`src/rtl/ddr_frame_rx.sv`:
```
// ddr_frame_rx: reassembles start/data/stop serial frames from a two-samples-per-cycle
// line stream and presents completed words on a registered valid/ready interface.
module ddr_frame_rx #(
    parameter int unsigned DATA_W = 8
) (
    input  logic              clk,
    input  logic              rst,
    input  logic              q1,
    input  logic              q0,
    output logic [DATA_W-1:0] data_o,
    output logic              valid_o,
    input  logic              ready_i,
    output logic              frame_err_o,
    output logic              overrun_o,
    output logic              busy_o
);

    localparam int unsigned CNT_W = $clog2(DATA_W + 1);

    typedef enum logic [1:0] {
        IDLE   = 2'd0,
        DATA   = 2'd1,
        STOP   = 2'd2,
        RESYNC = 2'd3
    } state_t;

    state_t              state_q, state_d, state_mid;
    logic [DATA_W-1:0]   sh_q, sh_d, sh_mid;
    logic [CNT_W-1:0]    cnt_q, cnt_d, cnt_mid;
    logic [DATA_W-1:0]   data_q, data_d;
    logic                valid_q, valid_d;
    logic                frame_err_q, frame_err_d;
    logic                overrun_q, overrun_d;
    logic                busy_q, busy_d;
    logic                done1, done0, err1, err0;
    logic                done, accept;
    logic [DATA_W-1:0]   word;

    // One per-bit step of the frame FSM; applied twice per cycle (q1, then q0).
    function automatic void fsm_step(
        input  state_t            s_in,
        input  logic [DATA_W-1:0] sh_in,
        input  logic [CNT_W-1:0]  cnt_in,
        input  logic              b,
        output state_t            s_out,
        output logic [DATA_W-1:0] sh_out,
        output logic [CNT_W-1:0]  cnt_out,
        output logic              done_out,
        output logic              err_out
    );
        s_out    = s_in;
        sh_out   = sh_in;
        cnt_out  = cnt_in;
        done_out = 1'b0;
        err_out  = 1'b0;
        case (s_in)
            IDLE: begin
                if (!b) begin
                    s_out   = DATA;
                    cnt_out = '0;
                end
            end
            DATA: begin
                sh_out  = {b, sh_in[DATA_W-1:1]};
                cnt_out = cnt_in + CNT_W'(1);
                if (cnt_in == CNT_W'(DATA_W - 1)) begin
                    s_out = STOP;
                end
            end
            STOP: begin
                if (b) begin
                    s_out    = IDLE;
                    done_out = 1'b1;
                end else begin
                    s_out   = RESYNC;
                    err_out = 1'b1;
                end
            end
            RESYNC: begin
                if (b) begin
                    s_out = IDLE;
                end
            end
            default: begin
                s_out = IDLE;
            end
        endcase
    endfunction

    // Two chained FSM steps plus output-register next-state logic.
    always_comb begin
        state_mid   = state_q;
        sh_mid      = sh_q;
        cnt_mid     = cnt_q;
        state_d     = state_q;
        sh_d        = sh_q;
        cnt_d       = cnt_q;
        done1       = 1'b0;
        done0       = 1'b0;
        err1        = 1'b0;
        err0        = 1'b0;
        data_d      = data_q;
        valid_d     = valid_q;
        frame_err_d = 1'b0;
        overrun_d   = 1'b0;

        fsm_step(state_q, sh_q, cnt_q, q1, state_mid, sh_mid, cnt_mid, done1, err1);
        fsm_step(state_mid, sh_mid, cnt_mid, q0, state_d, sh_d, cnt_d, done0, err0);

        done   = done1 | done0;
        word   = done1 ? sh_mid : sh_d;
        accept = valid_q & ready_i;

        if (done) begin
            if (!valid_q || ready_i) begin
                data_d  = word;
                valid_d = 1'b1;
            end else begin
                overrun_d = 1'b1;
            end
        end else if (accept) begin
            valid_d = 1'b0;
        end

        frame_err_d = err1 | err0;
        busy_d      = (state_d != IDLE);
    end

    // State and output registers with synchronous reset.
    always_ff @(posedge clk) begin
        if (rst) begin
            state_q     <= IDLE;
            sh_q        <= '0;
            cnt_q       <= '0;
            data_q      <= '0;
            valid_q     <= 1'b0;
            frame_err_q <= 1'b0;
            overrun_q   <= 1'b0;
            busy_q      <= 1'b0;
        end else begin
            state_q     <= state_d;
            sh_q        <= sh_d;
            cnt_q       <= cnt_d;
            data_q      <= data_d;
            valid_q     <= valid_d;
            frame_err_q <= frame_err_d;
            overrun_q   <= overrun_d;
            busy_q      <= busy_d;
        end
    end

    assign data_o      = data_q;
    assign valid_o     = valid_q;
    assign frame_err_o = frame_err_q;
    assign overrun_o   = overrun_q;
    assign busy_o      = busy_q;

endmodule

```
`config.mk`:
```
export PLATFORM = sky130hd
export DESIGN_NAME = ddr_frame_rx
export DESIGN_NICKNAME = d
export VERILOG_FILES = /design/src/rtl/ddr_frame_rx.sv
export SDC_FILE = /design/constraint.sdc
export NUM_CORES = 1
export LEC_CHECK = 0
export ABC_AREA = 1
export CORE_MARGIN = 2
export CORE_UTILIZATION = 40
export DETAILED_ROUTE_END_ITERATION = 7
export PLACE_DENSITY = 0.64
export SYNTH_ARGS = -nofsm -noshare
export SYNTH_HDL_FRONTEND = slang
export SYNTH_SLANG_ARGS = --single-unit
export TNS_END_PERCENT = 10
```
`constraint.sdc`:
```
create_clock -name clk -period 1.95 [get_ports clk]
set_input_delay 0.39 -clock clk [delete_from_list [all_inputs] [get_ports clk]]
set_output_delay 0.39 -clock clk [all_outputs]
set_load 0.03 [all_outputs]
```
======== After elaboration in Yosys (flattened, before gate mapping) ========
Cells that the tools add are included.
word-level totals
  bits in registers ....................... 26
  memories ................................ 0
  bits in latches ......................... 0
  bits of input ports ..................... 5
  memory bits (read-only) ................. 0
  logic and storage cells ................. 61
  memory bits (writable) .................. 0
operators by class
  muxes and demuxes ....................... 29
  bitwise logic cells ..................... 4
  div/mod/pow operators ................... 0
  equality and inequality tests ........... 9
  reduce and logical (&&, ||, !) cells .... 9
  $add $sub $neg .......................... 2
  shift-type cells ........................ 0
  $lt $le $gt $ge ......................... 0
  multiply operators ...................... 0
operators by type and width
  kind                 count
  $mux 8               3
  $mux 2               8
  $pmux 2 s4           2
  $pmux 4 s2           2
  $mux 1               12
  $add 4x1->4 const B  2
  $eq 2x2->1 const B   4
  $eq 4x3->1 const B   2
  $mux 4               2
  $eq 2x1->1 const B   2
  $logic_not 2->1      2
  $reduce_and 2->1     2
  $reduce_bool 2->1    2
  $ne 2x1->1 const B   1
  $or 1x1->1           2
  $reduce_or 2->1      1
  $and 1x1->1          1
  $logic_not 1->1      1
  $logic_or 1x1->1     1
  $not 1->1            1

======== Logic depth before layout (Yosys ltp) ========
Gate-level depths: netlist of the first run.
  depth in word-level cells ............... 8
  mapped depth ............................ 12

======== Least setup slack after synthesis of the first run ========
Ideal clock, no wire load.
  kind .................................... register to register
  start ................................... register cnt_q[0]
  end ..................................... register data_q[0] (netlist: data_o[0])
  period minus slack after synthesis ...... 1.429 ns
  path slack .............................. 0.521 ns
  data arrival time ....................... 1.298 ns
  buffers on the path ..................... 1
  cell stages (with the launch flop) ...... 12
  setup time .............................. 0.131 ns
  cells stage by stage .................... dfxtp_1 -> ha_1 -> nand2_1 -> nor2_4 -> nand2_4 -> nand3_4 -> inv_2 -> buf_6 -> nand2_2 -> nand2_1 -> nand2_1 -> a21oi_2
on the way
  cells in the longest elaborated chain, start to end .. 7
  elaborated cells on any way between the ends .. 10
ends and longest elaborated chain
  element                            line  source
  start, declared                    29    logic [CNT_W-1:0] cnt_q, cnt_d, cnt_mid;
  start signal, assigned             143   cnt_q <= cnt_d;
  $eq 4x3->1 *                       66    if (cnt_in == CNT_W'(DATA_W - 1)) begin
  $mux 2 *                           66
  $pmux 2 s4 *                       56    case (s_in)
  $eq 2x2->1                         56
  $mux 1                             56
  $or 1x1->1                         110   done = done1 | done0;
  $reduce_and 2->1 (no source line)  n/a
  end signal, assigned               144   data_q <= data_d;
  end, declared                      30    logic [DATA_W-1:0] data_q, data_d;
Mark *: on every way between the ends. The rest lies on a longest branch, timed or not.
A chain may end at the register's enable or synchronous reset.

======== Final worst setup path of the first run ========
  start ................................... register data_q[0] (netlist: data_o[0])
  end ..................................... output data_o[0]
RTL lines
  element        line  source
  end, declared  10    output logic [DATA_W-1:0] data_o,
No word-level cell between the ends.

==> summary.txt, run 1 <==
Run status
  • Outcome: finished, final reports clean

Routing
  • ANT nets after route: 0
  • Total Wirelength: roughly 2800 um
  • DRC viols: 0
  • Mean routed wirelength per cell: 10.61 um
  • Initial drt markers: 81
  • DR vias: approximately 1200
  • Vias per cell: approximately 4.7
  • Drt first pass iters: 6

Critical path
  • CP Max Fanout: 2
  • WP buf/inv: 1
  • Worst Path Arrival: around 1400 ps
  • Critical path's slowest cell: clkdlybuf4s50_1
  • Crit path cell chain: clkdlybuf4s50_1
  • Critical Path Max Stage Delay: 670 ps
  • Largest delay share family, worst path: buffers and inverters
  • WS Path Type: reg2out
  • Critical Path RT: approximately 1600 ps
  • Critical path capture point type: output port
  • Startpoint Class: flip-flop

Min path
  • HP Class: reg2reg

Global route
  • Largest net degree at the start of global routing: 15
  • Vias in the first global route: 1196
  • Aggregate global routing overflow: 0
  • First-pass GRT wire length: just over 5000 um
  • Initial antenna violation count: 0
  • GR Util All Layers: 15.56%

Die
  • Die Wd: 63.19 um
  • Initial core utilization: about two fifths
  • Core area: between 0.003 and 0.004 mm2
  • Die area: around 0.004 mm2
  • # IOs: 17
  • FP Rows: 21
  • Die Span Y: 63.19 um

Synth
  • Avg Cell Area, Syn: 7.042 um2
  • Count leader, synth: nand2_1
  • Synthesized cell area: approximately 0.0014 mm2
  • Post-synth net total: about 210
  • Top cells by area, synth: dfxtp_1 (37%), nand2_1 (19%), a21oi_1 (6.8%)
  • Top_reg_cell synth: dfxtp_1
  • Top post-synthesis cells by count: nand2_1 (70), dfxtp_1 (26), a21oi_1 (19)
  • Sequential area share after synthesis: between 30 and 40%
  • Library cells used by synthesis: 30
  • Ys Warns: 0
  • Mapped Cells: between 150 and 200
  • Share of the synthesized area in the top cell type: a little under two fifths
  • Leading area contributor after synthesis: dfxtp_1
  • Number of synthesized flops with an enable pin: 0
  • Asr flop ratio synth: 0%
  • FF+latch count, synth: 26

Pwr
  • Leakage: approximately 0.71 nW
  • Worst IR drop on VDD: between 0.5 and 0.6 mV
  • PwrDens: 606.7 mW/mm2
  • Tot Pwr: slightly above 1 mW

Layout
  • # nets final: between 200 and 250
  • Filler cells: a little under 400
  • N_diodes: 0
  • Layout area overhead: 18.39%
  • Layout cells sized above 1: between 15 and 20%

Clocking
  • Post-CTS Setup Inserts: 0
  • Clk sinks: 26
  • Worst-Skew Late Latency: around 330 ps
  • CTS root buf: clkbuf_4
  • H-Tree Depth: 1
  • Clock tree buffer depth: 2
  • Resized cells post-CTS: 0
  • Worst-path clk slew: approximately 150 ps
  • Cts hold-fix bufs: 0
  • Inserted Clock Buffers: 3
  • CTS tree: built

Timing
  • Worst Tran Pin Value: roughly 340 ps
  • Total negative slack: 0 ps
  • Max Slew Vio Count: 0
  • Rel. slew slack: 77.01%
  • Minimum clock period after layout: roughly 1800 ps
  • Setup Skew: about 17 ps
  • Endpoints failing setup: 0
  • Fmax achieved: 0.5714 GHz
  • Final clock period utilization by the worst path: approximately nine tenths
  • RSZ-0062 raised after global routing: false
  • Final Hold Viols: 0

Placed design
  • DP Wirelength: 2179 um
  • Placer's final routability congestion estimate: 0.8574
  • PortBufs: 16

Flow run
  • MaxCap Viol Count: 0
## final timing paths
check	from	endpoint	slack, ps	cells after the start
worst max register to register	cnt_q[0]	data_o[3]	260	10
worst max-delay path	data_o[0]	data_o[0]	200	1
worst min-delay path	data_o[2]	data_o[2]	470	2
worst min register to register	data_o[2]	data_o[2]	470	2
## cells in the final DEF, fill, tap and decap left out
cell type / Yosys / final
nor2_1: 10 / 10
nand2_2: 8 / 8
o21ai_1: 4 / 4
clkinv_4: 1 / 1
o22ai_1: 1 / 1
o21ai_2: 1 / 1
clkdlybuf4s50_1: 0 / 16
a21oi_2: 1 / 1
nand3_1: 12 / 12
ha_1: 2 / 2
o21ai_0: 3 / 3
nor3_2: 1 / 1
clkbuf_8: 0 / 1
buf_4: 1 / 7
inv_6: 1 / 1
a21oi_1: 19 / 19
nand2_4: 3 / 3
inv_2: 2 / 2
clkbuf_4: 0 / 3
nor2_8: 1 / 1
nand2_1: 70 / 70
nand3_2: 1 / 1
nor3_1: 1 / 1
and2_1: 2 / 2
o21ai_4: 1 / 1
nand3_4: 1 / 1
nor2_4: 1 / 1
dfxtp_1: 26 / 26
or2_0: 1 / 1
inv_1: 18 / 18
o31ai_1: 1 / 1
## per-stage QoR
step / hold WS (ps) / cell area, um2 / utilization, % / std cells / setup WS, ps
6_report: 473.3 / 1659 / 49.33 / 266 / 200.0
5_1_grt: 497.1 / 1659 / 49.33 / 266 / 106.8
4_1_cts: 480.1 / 1659 / 49.33 / 266 / 187.5
3_5_place_dp: 458.7 / 1623 / 48.25 / 262 / 23.41
3_3_place_gp: 456.0 / 1623 / 48.25 / 262 / 73.06
2_1_floorplan: 459.1 / 1401 / - / 199 / 521.2
## where the power goes
part           internal, mW  switching (mW)  leakage [nW]
sequential            0.550          0.0162         0.211
combinational        0.0640           0.103         0.474
clock                 0.114           0.159        0.0210
## layout make-up
type | count | area [um2] | area share, %
clock buffers | 4 | 36.28 | 2.187
repair buffers | 23 | 212.7 | 12.82
multi-input cells | 145 | 739.5 | 44.57
flip-flops and latches | 26 | 520.5 | 31.37
inverters | 22 | 92.59 | 5.581
well taps | 46 | 57.56 | 3.469
## routing by layer
layer / GRT usage [%] / routed length [um] / vias up
met3: 3.571 / 115 / 2
li1: - / - / 668
met2: 26.99 / 1334 / 22
met4: 3.261 / 18 / 0
met5: 0 / 0 / -
met1: 19.71 / 1355 / 547
## sequential cells by signal (all words and copies together), names as in the netlist
name / count
data_o: 8
sh_q: 8
cnt_q: 4
state_q: 2
busy_o: 1
frame_err_o: 1
overrun_o: 1
valid_o: 1
## cells by family after synthesis
logic type	count (synthesis)	share of synthesized area, %
simple gates	112	38.30
compound gates	31	12.68
buf+inv	28	10.09
flops	26	37.14
fa+ha+maj	2	1.785
No activity file was read; power rests on OpenSTA's default activity.
==> run 2, diff against run 1 <==
--- a/config.mk
+++ b/config.mk
@@ -6,10 +6,9 @@
 export NUM_CORES = 1
 export LEC_CHECK = 0
 export ABC_AREA = 1
-export CORE_MARGIN = 2
-export CORE_UTILIZATION = 40
+export CORE_UTILIZATION = 54
 export DETAILED_ROUTE_END_ITERATION = 7
-export PLACE_DENSITY = 0.64
+export PLACE_DENSITY = 0.81
 export SYNTH_ARGS = -nofsm -noshare
 export SYNTH_HDL_FRONTEND = slang
 export SYNTH_SLANG_ARGS = --single-unit
==> summary.txt, run 2 (synthesized netlist as in run 1, its figures left out) <==
Critical path
  • Largest delay share family, worst path: buffers and inverters
  • Worst Path Arrival: around 1400 ps
  • Crit path cell chain: clkdlybuf4s50_1
  • Reg2reg path depth: 10
  • Critical Path Max Stage Delay: 670 ps
  • Critical path's slowest cell: clkdlybuf4s50_1
  • Critical Path RT: roughly 1600 ps
  • WP depth: 1
  • Startpoint Class: flip-flop
  • CP Max Fanout: 2
  • Critical path capture point type: output port
  • WP buf/inv: 1
  • WS Path Type: reg2out

Routing
  • Initial drt markers: 24
  • DRC viols: 1
  • Vias per cell: between 4 and 5
  • Highest metal used: met4
  • DR vias: around 1200
  • Post-Route M1 WL: about 1200 um
  • ANT nets after route: 0
  • Wire length on met3: ~93 um
  • Mean routed wirelength per cell: approximately 11 um
  • Met2 Routed Length: ~1300 um
  • Drt first pass iters: 6
  • Total Wirelength: approximately 2700 um

Global route
  • Largest net degree at the start of global routing: 16
  • Vias in the first global route: ~1100
  • First-pass GRT wire length: between 4000 and 5000 um
  • Initial antenna violation count: 0
  • GR Util All Layers: 21.91%
  • Aggregate global routing overflow: 0

Pwr
  • Leakage: between 0.7 and 0.8 nW
  • PwrDens: between 600 and 700 mW/mm2
  • Worst IR drop on VDD: 0.7041 mV
  • Tot Pwr: approximately 1.1 mW

Placed design
  • DP Wirelength: roughly 2100 um
  • PortBufs: 16
  • Placer's final routability congestion estimate: approximately 0.86

Timing
  • Worst Tran Pin Value: between 300 and 400 ps
  • Max Slew Vio Count: 0
  • Endpoints failing setup: 0
  • Final Hold Viols: 0
  • Fmax achieved: 0.5713 GHz
  • Minimum clock period after layout: ~1800 ps
  • Final clock period utilization by the worst path: about nine tenths
  • Setup Skew: ~4.7 ps
  • Total negative slack: 0 ps
  • Rel. slew slack: about 79%
  • RSZ-0062 raised after global routing: false

Die
  • Core area: ~0.0025 mm2
  • FP Rows: 18
  • Die Span Y: 52.94 um
  • # IOs: 17
  • Initial core utilization: between 50% and 60%
  • Die Wd: 52.94 um
  • Die area: ~0.0028 mm2

Layout
  • Layout cells sized above 1: between 15 and 20%
  • Most common cell after layout, fill and taps aside: nand2_1
  • # nets final: ~230
  • Final Util: 67.13%
  • Layout area overhead: 17.59%
  • N_diodes: 0
  • Most frequent cells in the layout: nand2_1 (70), dfxtp_1 (26), a21oi_1 (19), inv_1 (18), clkdlybuf4s50_1 (16)

Clocking
  • Worst-path clk slew: 140 ps
  • Clk sinks: 26
  • H-Tree Depth: 1
  • CTS root buf: clkbuf_4
  • CTS tree: built
  • Clock tree buffer depth: 2
  • Resized cells post-CTS: 0
  • Post-CTS Setup Inserts: 0
  • Cts hold-fix bufs: 0
  • Worst-Skew Late Latency: around 320 ps
  • Inserted Clock Buffers: 3

Min path
  • Hold depth: 2
  • HP Class: reg2reg

Run status
  • Outcome: complete, but fails checks
  • Failing checks: design-rule violations

Flow run
  • MaxCap Viol Count: 0
## run 2: cell types whose count changed in the layout (fill, tap and decap cells not counted), sizes merged
cell    previous run  this run
clkbuf             4         3
bufinv             0         1
buf                7         6
## run 2: area by class of cell
type                            instances  area, um2
Clock buffer                            3      22.52
Fill cell                             228      807.0
Tap cell                               30      37.54
Inverter                               22      92.59
Sequential cell                        26      520.5
Timing Repair Buffer                   22      205.2
Multi-Input combinational cell        145      739.5
Clock inverter                          1      30.03
## run 2: per-stage QoR
step / instances / setup WS (ps) / area (um2) / hold slack, ps
after floorplan: 199 / 521.2 / 1401 / 459.1
after global placement: 245 / 120.4 / 1595 / 453.9
after detailed placement: 245 / 45.09 / 1595 / 458.8
after CTS: 249 / 190.8 / 1648 / 482.6
after global routing: 249 / 124.5 / 1648 / 494.9
final: 249 / 199.5 / 1648 / 480.4
## run 2: where the power goes
| group | switching [mW] | total, mW | leakage (nW) | internal [mW] |
|---|---|---|---|---|
| sequential | 0.0148 | 0.565 | 0.211 | 0.550 |
| clock | 0.155 | 0.363 | 0.0279 | 0.208 |
| combinational | 0.101 | 0.162 | 0.469 | 0.0612 |
## run 2: path summary, 6_finish.rpt
| path | from | end | slack, ps |
|---|---|---|---|
| worst min-delay path | data_o[7] | data_o[7] | 480 |
| worst max register to register | cnt_q[0] | data_o[7] | 270 |
| worst min register to register | data_o[7] | data_o[7] | 480 |
| worst max-delay path | data_o[4] | data_o[4] | 200 |
## run 2: layer usage
metal / GRT usage, % / vias to the layer above
met5: 0 / -
met4: 12.72 / 0
met3: 2.874 / 11
met2: 37.55 / 27
met1: 25.84 / 537
li1: - / 669
